**src/rtl/red_pitaya_exp_pkg.sv**
```systemverilog
// red_pitaya_exp_pkg: shared constants for the expansion connector input conditioner
package red_pitaya_exp_pkg;
    localparam int          EXP_DW       = 8;
    localparam int          EXP_CW       = 16;
    // Byte offset of the sticky event flag register in the housekeeping map
    localparam logic [19:0] EXP_FLAG_OFS = 20'h00040;
endpackage

```
**src/rtl/red_pitaya_exp_deb_if.sv**
```systemverilog
// red_pitaya_exp_deb_if: pad/control inputs and conditioned outputs of one connector side
interface red_pitaya_exp_deb_if #(
    parameter int DW = red_pitaya_exp_pkg::EXP_DW,
    parameter int CW = red_pitaya_exp_pkg::EXP_CW
);
    logic [DW-1:0] pad_i;
    logic [CW-1:0] len_i;
    logic [DW-1:0] clr_i;
    logic [DW-1:0] dat_o;
    logic [DW-1:0] rise_o;
    logic [DW-1:0] fall_o;
    logic [DW-1:0] flag_o;
    modport master (output pad_i, len_i, clr_i, input dat_o, rise_o, fall_o, flag_o);
    modport slave  (input pad_i, len_i, clr_i, output dat_o, rise_o, fall_o, flag_o);
endinterface

```
**src/rtl/red_pitaya_deb_bit.sv**
```systemverilog
// red_pitaya_deb_bit: synchroniser, debounce counter, edge pulses and sticky flag for one pad bit
module red_pitaya_deb_bit #(
    parameter int CW = 16
) (
    input  logic          clk_i,
    input  logic          rst_i,
    input  logic          pad_i,
    input  logic [CW-1:0] len_i,
    input  logic          clr_i,
    output logic          dat_o,
    output logic          rise_o,
    output logic          fall_o,
    output logic          flag_o
);
    logic          s1, s2, acc;
    logic [CW-1:0] cnt;
    // cnt only counts while s2 differs; the >= compare fires before cnt can wrap
    assign acc = (s2 != dat_o) && (cnt >= len_i);
    always_ff @(posedge clk_i or posedge rst_i)
        if (rst_i) begin
            s1     <= 1'b0;
            s2     <= 1'b0;
            cnt    <= '0;
            dat_o  <= 1'b0;
            rise_o <= 1'b0;
            fall_o <= 1'b0;
            flag_o <= 1'b0;
        end else begin
            s1     <= pad_i;
            s2     <= s1;
            cnt    <= (s2 == dat_o || acc) ? '0 : cnt + 1'b1;
            dat_o  <= acc ? s2 : dat_o;
            rise_o <= acc & s2;
            fall_o <= acc & ~s2;
            flag_o <= rise_o | fall_o | (flag_o & ~clr_i);
        end
endmodule

```
**src/rtl/red_pitaya_exp_deb.sv**
```systemverilog
// red_pitaya_exp_deb: per-bit debounce of one expansion connector side, feeding exp_*_dat_i
module red_pitaya_exp_deb
    import red_pitaya_exp_pkg::*;
#(
    parameter int DW = EXP_DW,
    parameter int CW = EXP_CW
) (
    input logic                  clk_i,
    input logic                  rst_i,
    red_pitaya_exp_deb_if.slave  bus
);
    for (genvar i = 0; i < DW; i++) begin : g_bit
        red_pitaya_deb_bit #(.CW(CW)) u_bit (
            .clk_i  (clk_i),
            .rst_i  (rst_i),
            .pad_i  (bus.pad_i[i]),
            .len_i  (bus.len_i),
            .clr_i  (bus.clr_i[i]),
            .dat_o  (bus.dat_o[i]),
            .rise_o (bus.rise_o[i]),
            .fall_o (bus.fall_o[i]),
            .flag_o (bus.flag_o[i])
        );
    end
endmodule

```
**src/flat_wrapper.sv**
```systemverilog
// flat-port wrapper written by rule: the top's interface ports become plain ports
module red_pitaya_exp_deb_flat import red_pitaya_exp_pkg::*;
#(
    parameter int DW = EXP_DW,
    parameter int CW = EXP_CW
)
  (clk_i, rst_i, bus_pad_i, bus_len_i, bus_clr_i, bus_dat_o, bus_rise_o, bus_fall_o, bus_flag_o);
  red_pitaya_exp_deb_if #(.DW(DW), .CW(CW)) bus_i ();
  input logic clk_i;
  input logic rst_i;
  input wire logic [$bits(bus_i.pad_i)-1:0] bus_pad_i;
  input wire logic [$bits(bus_i.len_i)-1:0] bus_len_i;
  input wire logic [$bits(bus_i.clr_i)-1:0] bus_clr_i;
  output wire logic [$bits(bus_i.dat_o)-1:0] bus_dat_o;
  output wire logic [$bits(bus_i.rise_o)-1:0] bus_rise_o;
  output wire logic [$bits(bus_i.fall_o)-1:0] bus_fall_o;
  output wire logic [$bits(bus_i.flag_o)-1:0] bus_flag_o;
  assign bus_i.pad_i = bus_pad_i;
  assign bus_i.len_i = bus_len_i;
  assign bus_i.clr_i = bus_clr_i;
  assign bus_dat_o = bus_i.dat_o;
  assign bus_rise_o = bus_i.rise_o;
  assign bus_fall_o = bus_i.fall_o;
  assign bus_flag_o = bus_i.flag_o;
  red_pitaya_exp_deb #(.DW(DW), .CW(CW)) u_core (.clk_i(clk_i), .rst_i(rst_i), .bus(bus_i));
endmodule
```
**config.mk**
```make
export PLATFORM = sky130hd
export DESIGN_NAME = red_pitaya_exp_deb_flat
export DESIGN_NICKNAME = d
export VERILOG_FILES = /design/src/rtl/red_pitaya_exp_pkg.sv /design/src/rtl/red_pitaya_exp_deb_if.sv /design/src/rtl/red_pitaya_deb_bit.sv /design/src/rtl/red_pitaya_exp_deb.sv /design/src/flat_wrapper.sv
export SDC_FILE = /design/constraint.sdc
export NUM_CORES = 1
export LEC_CHECK = 0
export BUFFER_PORTS_ARGS = -buffer_cell sky130_fd_sc_hd__buf_2
export CORE_UTILIZATION = 48
export CTS_CLUSTER_DIAMETER = 100
export DETAILED_ROUTE_END_ITERATION = 12
export GPL_ROUTABILITY_DRIVEN = 0
export PLACE_DENSITY = 0.72
export REMOVE_ABC_BUFFERS = 1
export SKIP_LAST_GASP = 1
export SLEW_MARGIN = 10
export SYNTH_ARGS = -nofsm -noshare
export SYNTH_HDL_FRONTEND = slang
export SYNTH_SLANG_ARGS = --single-unit
```
**constraint.sdc**
```tcl
create_clock -name clk_i -period 7.3 [get_ports clk_i]
set_clock_uncertainty 0.1 [all_clocks]
set_input_delay 1.095 -clock clk_i [delete_from_list [all_inputs] [get_ports clk_i]]
set_output_delay 1.095 -clock clk_i [all_outputs]
set_load 0.02 [all_outputs]
```
==> results of run 1 <==
[cell type report]
type / instances / share of cell area [%]
tap: 275 / 2.993
clock inverter: 11 / 1.317
multi-input combinational: 795 / 48.68
inverter: 49 / 1.644
clock buffer: 21 / 4.093
timing repair buffer: 67 / 2.961
sequential: 176 / 38.31
[stage by stage]
step	total power, W	util, %
floorplan	0.001130	-
detailed placement	0.001185	51.24
global route	0.002214	54.17
CTS	0.002149	54.17
finish	0.002133	54.17
global placement	0.001178	51.24
[flip-flops by register name, indices dropped and copies added, names as in the netlist]
name / cells
u_core.g_bit.u_bit.dat_o: 8
u_core.g_bit.u_bit.cnt: 128
u_core.g_bit.u_bit.fall_o: 8
u_core.g_bit.u_bit.s2: 8
u_core.g_bit.u_bit.rise_o: 8
u_core.g_bit.u_bit.s1: 8
u_core.g_bit.u_bit.flag_o: 8
[cell usage after synthesis (7+ instances only)]
cell	number
nor3_1	38
nand3_1	58
o21ai_0	29
nor2_4	8
nor3b_1	8
xor2_1	68
ha_1	136
mux2_2	8
and3b_1	10
dfrtp_1	176
nand4_1	33
nor2_1	146
and3_1	24
inv_1	49
nand2b_1	7
a21oi_1	42
nand2_1	73
buf_4	33
xnor2_1	52
clkbuf_1	7
[cell families (layout without fill, tap and decap cells)]
logic type / count (synthesis) / in the layout
AO/OA/AOI/OAI: 100 / 100
XOR/XNOR: 120 / 120
adder cells (fa/ha/maj): 136 / 136
buffers and inverters: 92 / 148
flip-flops: 176 / 176
multiplexers: 8 / 8
AND/OR/NAND/NOR: 431 / 431
[metal layers]
| layer | GRT usage, % | vias up | share of wire (%) |
|---|---|---|---|
| li1 | - | 3765 | - |
| met1 | 29.17 | 3676 | 48 |
| met2 | 33.80 | 141 | 46 |
| met3 | 3.323 | 32 | 3.7 |
| met4 | 7.980 | 0 | 2.2 |
| met5 | 0 | - | 0 |
[worst max path at each step]
| stage | start | to | slack [ns] | cells past startpoint |
|---|---|---|---|---|
| after floorplan | rst_i | u_core.g_bit[0].u_bit.cnt[0] | 1.33 | 1 |
| after global placement | bus_len_i[15] | u_core.g_bit[7].u_bit.cnt[4] | 3.52 | 8 |
| after detailed placement | bus_len_i[14] | u_core.g_bit[7].u_bit.cnt[6] | 3.43 | 8 |
| after CTS | bus_len_i[14] | u_core.g_bit[7].u_bit.cnt[6] | 3.88 | 8 |
| after global routing | bus_len_i[15] | u_core.g_bit[7].u_bit.cnt[6] | 3.67 | 8 |
| final | bus_len_i[15] | u_core.g_bit[7].u_bit.cnt[6] | 3.84 | 8 |
[power groups by stage]
stage               registers (W)  clock network (W)  logic (W)
floorplan                 0.00102                  0   0.000108
global placement          0.00103                  0   0.000151
detailed placement        0.00103                  0   0.000157
CTS                       0.00101           0.000981   0.000158
global route              0.00101            0.00102   0.000178
finish                    0.00101           0.000967   0.000156
==> results.tsv, run 1 <==
stage	metric	value	unit
power	Net Switching	0.0005172	W
worst_setup_path	CP max stage cell	or4_1	
worst_hold_path	worst hold path depth	0	
global_routing	total grt overflow	0	
worst_hold_path	WHS Endpoint	u_core.g_bit[2].u_bit.s2	
run	total of max-cap violations	0	
floorplan	Starting Density	49.42	%
worst_setup_path	RR Startpoint	u_core.g_bit[7].u_bit.cnt[13]	
worst_setup_path	Max FO, Critical Path	16	
power	Cell Int Power	0.001616	W
global_routing	vias in the first global route	7457	
outcome	status	completed	
sta	max_slew headroom	29.22	%
layout	final std cells w/o fill	1394	
worst_setup_path	worst-path cell chain	buf_2, inv_1, ha_1, nand4_1, or3_1, nor4_1, or4_1, nor2_1	
route	vias	7614	
clock_tree	post-cts sizing count	0	
floorplan	DIE AREA	0.02244	mm²
clock_tree	CTS Sinks	176	
worst_setup_path	Worst R2R End	u_core.g_bit[7].u_bit.cnt[6]	
placed_design	Placed Instances	1362	
placed_design	I/O Buffers	65	
logic_synthesis	adder-cell share of the synthesized area	16.23	%
clock_tree	CTS tree	yes	
power	sequential power share	47.4	%
logic_synthesis	EDFF count, synth	0	
worst_setup_path	delay of the slowest critical-path stage	0.88	ns
sta	final worst-path setup slack	3.840	ns
logic_synthesis	Synth area leader	dfrtp_1	
route	remaining antenna violation count after routing	0	
placed_design	post-DP HPWL	15750	µm
global_routing	initial antenna violation count	0	
floorplan	# IOs	66	
placed_design	Placed Area	0.01087	mm²
layout	diode count	0	
worst_setup_path	CP endpoint kind	flip-flop	
route	initial DRC count	419	
power	PwrDens	185.6	mW/mm²
logic_synthesis	XOR/XNOR share of the synthesized area	10.02	%
logic_synthesis	post-synth cell types	45	
worst_setup_path	Critical Path RT	7.48	ns
floorplan	Die H	149.8	µm
sta	Fin. Hold Viols	0	
logic_synthesis	largest family of logic cells by synthesized area	simple AND/OR/NAND/NOR gates	
power	Sw Share	24.24	%
clock_tree	Worst-Skew Late Latency	0.44	ns
worst_setup_path	Setup CP Type	in2reg	
global_routing	first-pass GRT wire length	36890	µm
logic_synthesis	post-synthesis mux area share	0.8590	%
route	DRC	0	
clock_tree	TritonCTS Buffers	17	
logic_synthesis	synthesized area	0.01049	mm²
layout	layout cells sized above 1	10.72	%
logic_synthesis	Syn Inst Count	1063	
logic_synthesis	Yosys warnings	0	
clock_tree	clock slew at reported path FFs	0.07	ns
sta	RSZ-0062 raised after global routing	false	
layout	post-route cell area	0.01149	mm²
logic_synthesis	post-synthesis sequential area ratio	41.99	%
floorplan	row count	53	
worst_setup_path	CP Launch Type	input port	
worst_setup_path	family with the most delay on the worst path	simple AND/OR/NAND/NOR gates	
logic_synthesis	simple-gate share of the synthesized area	20.32	%
clock_tree	number of setup buffers added after CTS	0	
route	Pre-antenna DRT Iters	5	
clock_tree	Longest Clk Path Bufs	2	
logic_synthesis	Synth area leaders	dfrtp_1 (42%), ha_1 (16%), xor2_1 (5.7%)	
sta	worst-margin pin slew	1.062	ns
logic_synthesis	Synth Area in Compound Gates	5.929	%
worst_hold_path	hold crit path type	reg2reg	
sta	hold slack	0.2508	ns
placed_design	Placement Setup Slack	3.428	ns
layout	fin nets	1276	
global_routing	gr usage total	21.25	%
clock_tree	Max H-tree Level	4	
logic_synthesis	Yosys top cell area share	41.99	%
floorplan	die width	149.8	µm
clock_tree	CTS root buf	clkbuf_16	
route	Post-Route WL	22290	µm
worst_hold_path	min-delay src	u_core.g_bit[2].u_bit.s1	
logic_synthesis	Synth Register Bits	176	
worst_setup_path	R2R cell count	6	
layout	commonest non-fill, non-tap cell in the layout	dfrtp_1	
route	DR vias/cell	5.462	
worst_setup_path	Worst EP arrival	3.64	ns
route	wire per inst	15.99	µm
layout	most frequent cells in the layout	dfrtp_1 (176), nor2_1 (146), ha_1 (136)	
power	Max VDD drop	0.0001110	V
layout	area of the multi-input gates	0.005595	mm²
floorplan	area of the core	0.02122	mm²
sta	final worst-path cycle share	47.40	%
logic_synthesis	Top FF cell, synth	dfrtp_1	
layout	synth-to-layout area growth	9.604	%
logic_synthesis	asr flop ratio synth	100.0	%
sta	Max Transition Viols Final	0	
global_routing	largest net degree at the start of global routing	117	
sta	Max Clk Rate	289.0	MHz
power	Comb pwr share	7.3	%
worst_setup_path	Buf+Inv Stages, Crit Path	2	
layout	# fillers	1877	
layout	Reg area	0.004404	mm²
power	power share of the clock group	45.3	%
sta	fin crit period	3.460	ns
worst_setup_path	setup slack, reg-to-reg	4.41	ns
logic_synthesis	Mapped Avg Cell Area	9.866	µm²
clock_tree	Hold-fix buffers, CTS	0	
sta	Setup Viol. Count Final	0	
power	Leak	5.617	nW
sta	sum of negative setup slack	0	ns
(Power assumes the default switching activity.)
==> inputs of run 2 (changes only) <==
--- a/config.mk
+++ b/config.mk
@@ -5,12 +5,13 @@
 export SDC_FILE = /design/constraint.sdc
 export NUM_CORES = 1
 export LEC_CHECK = 0
+export ABC_AREA = 1
 export BUFFER_PORTS_ARGS = -buffer_cell sky130_fd_sc_hd__buf_2
 export CORE_UTILIZATION = 48
 export CTS_CLUSTER_DIAMETER = 100
 export DETAILED_ROUTE_END_ITERATION = 12
 export GPL_ROUTABILITY_DRIVEN = 0
-export PLACE_DENSITY = 0.72
+export PLACE_DENSITY = 0.75
 export REMOVE_ABC_BUFFERS = 1
 export SKIP_LAST_GASP = 1
 export SLEW_MARGIN = 10
==> constraint.sdc (replaced) <==
create_clock -name clk_i -period 2.95 [get_ports clk_i]
set_clock_uncertainty 0.1 [all_clocks]
set_input_delay 0.4425 -clock clk_i [delete_from_list [all_inputs] [get_ports clk_i]]
set_output_delay 0.4425 -clock clk_i [all_outputs]
set_load 0.02 [all_outputs]
==> run 2 against run 1 <==
Compared with the run above: total power rose by 140%; die area rose by 9.9%; sequential share of layout area fell by 3.6 points; via count grew 19%; combinational power grew to 2.7 times the previous value; sequential power increased by 150%; routed wire length increased by 11%; worst hold slack got worse by 0.23 ns; sequential cell count unchanged.
==> results.tsv, run 2 <==
stage	metric	value	unit
outcome	status	completed	
sta	worst-margin pin slew	0.5768	ns
route	Post-Route WL	24630	µm
worst_setup_path	setup slack, reg-to-reg	0.85	ns
power	Comb pwr share	8.1	%
clock_tree	Worst-Skew Late Latency	0.43	ns
route	vias	9091	
placed_design	post-DP HPWL	17810	µm
worst_hold_path	hold crit path type	in2reg	
worst_setup_path	Buf+Inv Stages, Crit Path	0	
floorplan	DIE AREA	0.02468	mm²
worst_hold_path	WHS Endpoint	u_core.g_bit[6].u_bit.s1	
power	Cell Int Power	0.003943	W
route	remaining antenna violation count after routing	0	
layout	final std cells w/o fill	1809	
worst_setup_path	delay of the slowest critical-path stage	0.44	ns
logic_synthesis	EDFF count, synth	0	
clock_tree	CTS tree	yes	
layout	synth-to-layout area growth	9.787	%
route	wire per inst	13.62	µm
worst_setup_path	CP max stage cell	dfrtp_1	
route	DR vias/cell	5.025	
clock_tree	clock slew at reported path FFs	0.07	ns
worst_setup_path	CP Launch Type	flip-flop	
power	Max VDD drop	0.0002710	V
worst_setup_path	Setup CP Type	reg2reg	
sta	Max Transition Viols Final	0	
layout	flip-flop count of the largest register after layout	128	
sta	sum of negative setup slack	0	ns
logic_synthesis	Synth Register Bits	176	
logic_synthesis	Synth area leader	dfrtp_1	
run	total of max-cap violations	0	
logic_synthesis	synth cell count leaders	nand2_1 (310), nor2_1 (232), dfrtp_1 (176)	
worst_setup_path	Max FO, Critical Path	16	
floorplan	row count	56	
layout	layout cells sized above 1	12.01	%
worst_hold_path	worst hold path depth	1	
floorplan	Starting Density	49.04	%
logic_synthesis	Yosys warnings	0	
clock_tree	CTS Sinks	176	
sta	Setup Viol. Count Final	0	
worst_hold_path	min-delay src	bus_pad_i[6]	
clock_tree	Longest Clk Path Bufs	2	
clock_tree	number of setup buffers added after CTS	0	
global_routing	total grt overflow	0	
power	Leak	6.309	nW
sta	hold slack	0.02070	ns
layout	most frequent cells in the layout	nand2_1 (310), nor2_1 (232), dfrtp_1 (176)	
logic_synthesis	Mapped Avg Cell Area	8.124	µm²
worst_setup_path	worst-path cell chain	ha_1, a21oi_1, o21ai_0, a21oi_2, nand3_2, nor2_1	
layout	diode count	0	
global_routing	initial antenna violation count	0	
layout	Reg with most FFs	u_core.g_bit.u_bit.cnt	
logic_synthesis	Top FF cell, synth	dfrtp_1	
power	Net Switching	0.001281	W
logic_synthesis	top-count cell post-synth	nand2_1	
global_routing	gr usage total	21.55	%
sta	Max Clk Rate	476.6	MHz
logic_synthesis	post-synthesis sequential area ratio	38.15	%
power	power share of the clock group	44.3	%
route	initial DRC count	494	
clock_tree	Max H-tree Level	4	
power	PwrDens	412.2	mW/mm²
power	sequential power share	47.6	%
sta	fin crit period	2.098	ns
power	Sw Share	24.52	%
clock_tree	TritonCTS Buffers	17	
placed_design	I/O Buffers	65	
route	Pre-antenna DRT Iters	5	
worst_setup_path	Worst EP arrival	2.35	ns
global_routing	GR Util met1	28.03	%
global_routing	met2 Resource Use GR	36.53	%
worst_setup_path	CP endpoint kind	flip-flop	
sta	Fin. Hold Viols	0	
global_routing	met3 GRT Util	3.497	%
global_routing	first-pass GRT wire length	41750	µm
floorplan	# IOs	66	
global_routing	vias in the first global route	8836	
global_routing	gr busiest metal	met2	
logic_synthesis	asr flop ratio synth	100.0	%
logic_synthesis	Syn Inst Count	1421	
logic_synthesis	Yosys top cell area share	38.15	%
sta	max_slew headroom	61.50	%
logic_synthesis	Synth area leaders	dfrtp_1 (38%), ha_1 (15%), nand2_1 (10%)	
clock_tree	CTS root buf	clkbuf_16	
sta	final worst-path cycle share	71.12	%
route	DRC	0	
worst_setup_path	family with the most delay on the worst path	compound AO/OA/AOI/OAI gates	
floorplan	area of the core	0.02354	mm²
global_routing	largest net degree at the start of global routing	62	
logic_synthesis	post-synth cell types	30	
worst_setup_path	Worst R2R End	u_core.g_bit[2].u_bit.cnt[15]	
layout	fin nets	1649	
floorplan	Die H	157.1	µm
layout	commonest non-fill, non-tap cell in the layout	nand2_1	
logic_synthesis	synthesized area	0.01154	mm²
sta	RSZ-0062 raised after global routing	false	
worst_setup_path	R2R cell count	6	
worst_setup_path	WP depth	6	
worst_setup_path	RR Startpoint	u_core.g_bit[2].u_bit.cnt[9]	
placed_design	Placed Instances	1773	
floorplan	die width	157.1	µm
worst_setup_path	Critical Path RT	3.20	ns
==> run 2: cell count changes after synthesis, sizes merged, moves of 10 or more <==
cell and delta:
a21oi +19, and3 -24, xnor2 -29, inv +127
and3b -10, nor2 +101, or2 +11, nand2 +244
==> run 2: cell type report <==
type	count	area (µm²)
multi-input cells	1029	6150
well taps	319	399.1
clock buffers	21	450.4
fillers	2192	10870
repair buffers	79	470.5
clock inverters	9	135.1
flip-flops and latches	176	4404
inverters	176	665.6
==> run 2: worst max path at each step <==
| stage | from | end | slack (ns) |
|---|---|---|---|
| floorplan | rst_i | u_core.g_bit[0].u_bit.cnt[0] | -2.37 |
| global placement | bus_len_i[11] | u_core.g_bit[6].u_bit.cnt[6] | 0.45 |
| detailed placement | bus_len_i[7] | u_core.g_bit[4].u_bit.cnt[12] | 0.39 |
| CTS | u_core.g_bit[2].u_bit.cnt[9] | u_core.g_bit[2].u_bit.cnt[15] | 0.86 |
| global route | bus_len_i[7] | u_core.g_bit[6].u_bit.cnt[8] | 0.66 |
| finish | u_core.g_bit[2].u_bit.cnt[9] | u_core.g_bit[2].u_bit.cnt[15] | 0.85 |
==> run 2: repair_timing <==
item | in CTS | in global routing
resized for setup | 0 | 0
hold endpoints to repair | 43 | 0
hold buffers | 6 | 0
==> run 2: power groups by stage <==
stage	Clock [W]	Combinational (W)	Sequential, W
floorplan	0	0.000280	0.00252
global placement	0	0.000403	0.00253
detailed placement	0	0.000421	0.00253
CTS	0.00236	0.000429	0.00249
global route	0.00246	0.000490	0.00249
finish	0.00231	0.000423	0.00249
==> run 2: cell families (layout without fill, tap and decap cells) <==
| group | Yosys count | count (layout) | share of synthesized area (%) |
|---|---|---|---|
| xor+xnor | 89 | 89 | 6.752 |
| fa+ha+maj | 136 | 136 | 14.74 |
| flops | 176 | 176 | 38.15 |
| buf+inv | 216 | 285 | 8.584 |
| simple gates | 708 | 708 | 27.21 |
| compound gates | 96 | 96 | 4.563 |
==> run 2: metal layers <==
layer / vias to the layer above / part of all wire [%]
met5: - / 0
met4: 0 / 2.1
met3: 43 / 4.1
met2: 204 / 47
met1: 4245 / 47
li1: 4599 / -
==> run 2: stage by stage <==
stage / utilization [%] / setup slack, ns / instance area [µm²] / power [W]
final: 53.84 / 0.8520 / 12670 / 0.005225
after detailed placement: 51.09 / 0.3949 / 12030 / 0.002954
after CTS: 53.84 / 0.8600 / 12670 / 0.005280
after global routing: 53.84 / 0.6609 / 12670 / 0.005439
after floorplan: - / -2.366 / 11210 / 0.002804
after global placement: 51.09 / 0.4527 / 12030 / 0.002934
==> inputs of run 3 (changes only) <==
==> constraint.sdc (replaced) <==
create_clock -name clk_i -period 1.8 [get_ports clk_i]
set_clock_uncertainty 0.1 [all_clocks]
set_input_delay 0.27 -clock clk_i [delete_from_list [all_inputs] [get_ports clk_i]]
set_output_delay 0.27 -clock clk_i [all_outputs]
set_load 0.02 [all_outputs]
==> run 3 against run 2 <==
Compared with the run above: sequential share of layout area decreased by 5.3 points; sequential cell count stayed put; the flow now finishes with violations (setup timing); largest cell class unchanged; worst hold slack better by 0.23 ns; total power grew 76%; count of clock-buffer cells in the layout increased by 2; non-clock buffer count grew 137; die area unchanged; routed wire length increased by 22%; final cell count up 7.7%.
==> results.tsv, run 3 (same netlist as run 2, synthesis figures left out) <==
stage	metric	value	unit
outcome	status	finished, violations left	
outcome	failing checks	setup timing	
clock_tree	CTS root buf	clkbuf_16	
route	DRC	0	
route	remaining antenna violation count after routing	0	
global_routing	total grt overflow	0	
clock_tree	CTS tree	yes	
worst_setup_path	Critical Path RT	2.07	ns
sta	Fin. Hold Viols	0	
worst_setup_path	setup slack, reg-to-reg	-0.08	ns
clock_tree	Max H-tree Level	4	
sta	max_slew headroom	69.87	%
power	power share of the clock group	43.9	%
placed_design	post-DP HPWL	18870	µm
floorplan	DIE AREA	0.02468	mm²
worst_hold_path	hold crit path type	reg2reg	
sta	RSZ-0062 raised after global routing	true	
floorplan	Starting Density	49.04	%
placed_design	Placed Area	0.01312	mm²
layout	diode count	0	
sta	worst-margin pin slew	0.4519	ns
global_routing	vias in the first global route	9800	
sta	Max Clk Rate	531.7	MHz
route	initial DRC count	613	
floorplan	Die H	157.1	µm
layout	Reg with most FFs	u_core.g_bit.u_bit.cnt	
clock_tree	TritonCTS Buffers	17	
floorplan	die width	157.1	µm
route	Pre-antenna DRT Iters	6	
route	DR vias/cell	5.241	
layout	synth-to-layout area growth	29.93	%
sta	Max Transition Viols Final	0	
worst_setup_path	Worst R2R End	u_core.g_bit[3].u_bit.cnt[4]	
run	total of max-cap violations	0	
worst_hold_path	worst hold path depth	0	
worst_setup_path	R2R cell count	7	
layout	# fillers	1862	
route	wire per inst	15.43	µm
power	Leak	7.184	nW
global_routing	first-pass GRT wire length	45440	µm
global_routing	initial antenna violation count	0	
global_routing	gr usage total	23.42	%
worst_setup_path	RR Startpoint	u_core.g_bit[3].u_bit.cnt[13]	
layout	commonest non-fill, non-tap cell in the layout	nand2_1	
floorplan	# IOs	66	
layout	most frequent cells in the layout	nand2_1 (283), nor2_1 (188), dfrtp_1 (171)	
sta	Setup Viol. Count Final	18	
worst_hold_path	min-delay src	u_core.g_bit[6].u_bit.s1	
clock_tree	CTS Sinks	176	
floorplan	row count	56	
power	Sw Share	25.17	%
worst_setup_path	CP Launch Type	flip-flop	
route	vias	10214	
worst_setup_path	Setup CP Type	reg2reg	
clock_tree	Worst-Skew Late Latency	0.44	ns
power	Cell Int Power	0.006894	W
layout	fin nets	1787	
power	Net Switching	0.002318	W
layout	flip-flop count of the largest register after layout	128	
sta	final worst-path setup slack	-0.08065	ns
global_routing	largest net degree at the start of global routing	52	
worst_setup_path	Max FO, Critical Path	8	
clock_tree	Longest Clk Path Bufs	2	
power	PwrDens	614.1	mW/mm²
sta	fin crit period	1.881	ns
worst_hold_path	WHS Endpoint	u_core.g_bit[6].u_bit.s2	
floorplan	area of the core	0.02354	mm²
power	Comb pwr share	11.8	%
route	Post-Route WL	30070	µm
power	sequential power share	44.3	%
clock_tree	clock slew at reported path FFs	0.07	ns
worst_setup_path	Worst EP arrival	2.15	ns
layout	layout cells sized above 1	27.73	%
sta	final worst-path cycle share	104.5	%
power	Max VDD drop	0.0005097	V
layout	post-route cell area	0.01500	mm²
worst_setup_path	CP endpoint kind	flip-flop	
layout	Layout Utilization	63.72	%
placed_design	I/O Buffers	65	
==> run 3: metal layers <==
metal / GRT usage, % / share of wire [%] / vias to the layer above / wire (µm)
li1: - / - / 4891 / -
met1: 28.81 / 43 / 4932 / 12810
met2: 40.63 / 50 / 316 / 14950
met3: 4.075 / 4.5 / 75 / 1347
met4: 9.385 / 3.2 / 0 / 962
met5: 0 / 0 / - / 0
==> run 3: power by group through the flow <==
| stage | Sequential, W | Clock, W | Combinational (W) |
|---|---|---|---|
| 2_1_floorplan | 0.00414 | 0 | 0.000459 |
| 3_3_place_gp | 0.00414 | 0 | 0.000825 |
| 3_5_place_dp | 0.00414 | 0 | 0.000858 |
| 4_1_cts | 0.00407 | 0.00410 | 0.000909 |
| 5_1_grt | 0.00408 | 0.00424 | 0.00119 |
| 6_report | 0.00408 | 0.00405 | 0.00109 |
==> run 3: worst max-delay path by stage <==
stage	end	from	cells after the start	slack, ns
6_report	u_core.g_bit[3].u_bit.cnt[4]	u_core.g_bit[3].u_bit.cnt[13]	7	-0.08
5_1_grt	u_core.g_bit[3].u_bit.cnt[4]	u_core.g_bit[3].u_bit.cnt[13]	7	-0.14
4_1_cts	u_core.g_bit[3].u_bit.cnt[12]	u_core.g_bit[3].u_bit.cnt[4]	11	-0.02
3_5_place_dp	u_core.g_bit[7].u_bit.cnt[9]	bus_len_i[11]	11	-0.25
3_3_place_gp	u_core.g_bit[3].u_bit.cnt[3]	bus_len_i[7]	14	-0.09
2_1_floorplan	u_core.g_bit[0].u_bit.cnt[0]	rst_i	1	-3.34
==> run 3: metrics by stage <==
stage / hold WS (ns) / setup WS [ns] / instances / total power [W] / setup TNS [ns]
floorplan: 0.2014 / -3.344 / 1381 / 0.004596 / -588.47
global placement: 0.2195 / -0.09424 / 1875 / 0.004968 / -8.938
detailed placement: 0.2294 / -0.2487 / 1875 / 0.005003 / -16.78
CTS: 0.2514 / -0.02084 / 1926 / 0.009074 / -0.09884
global route: 0.2547 / -0.1424 / 1949 / 0.009517 / -3.740
finish: 0.2488 / -0.08065 / 1949 / 0.009212 / -0.7000
==> run 3: timing repair <==
| item | in CTS | in global routing |
|---|---|---|
| hold buffers | 17 | 0 |
| cloned | 0 | 4 |
| pin swaps | 3 | 40 |
| endpoints found under the hold margin | 52 | 0 |
| gates resized for setup | 10 | 168 |
| setup endpoints to repair | 20 | 146 |
| setup buffers | 2 | 19 |
==> run 3: layout make-up <==
type                       count  area, µm²  share of cell area, %
timing repair buffer         216       1916                  12.77
tap                          319      399.1                  2.661
sequential                   176       4410                  29.40
multi-input combinational   1030       6987                  46.58
clock inverter                 9      155.1                  1.034
clock buffer                  23      467.9                  3.120
inverter                     176      665.6                  4.437
==> run 3: worst max-delay path, cell delays in order, from the launching register on <==
cell and delay [ns]:
dfrtp_1 0.43, ha_1 0.33, a21oi_1 0.20, o21ai_1 0.10
a21oi_2 0.22, nand3_4 0.13, clkbuf_16 0.21, nor2_2 0.09
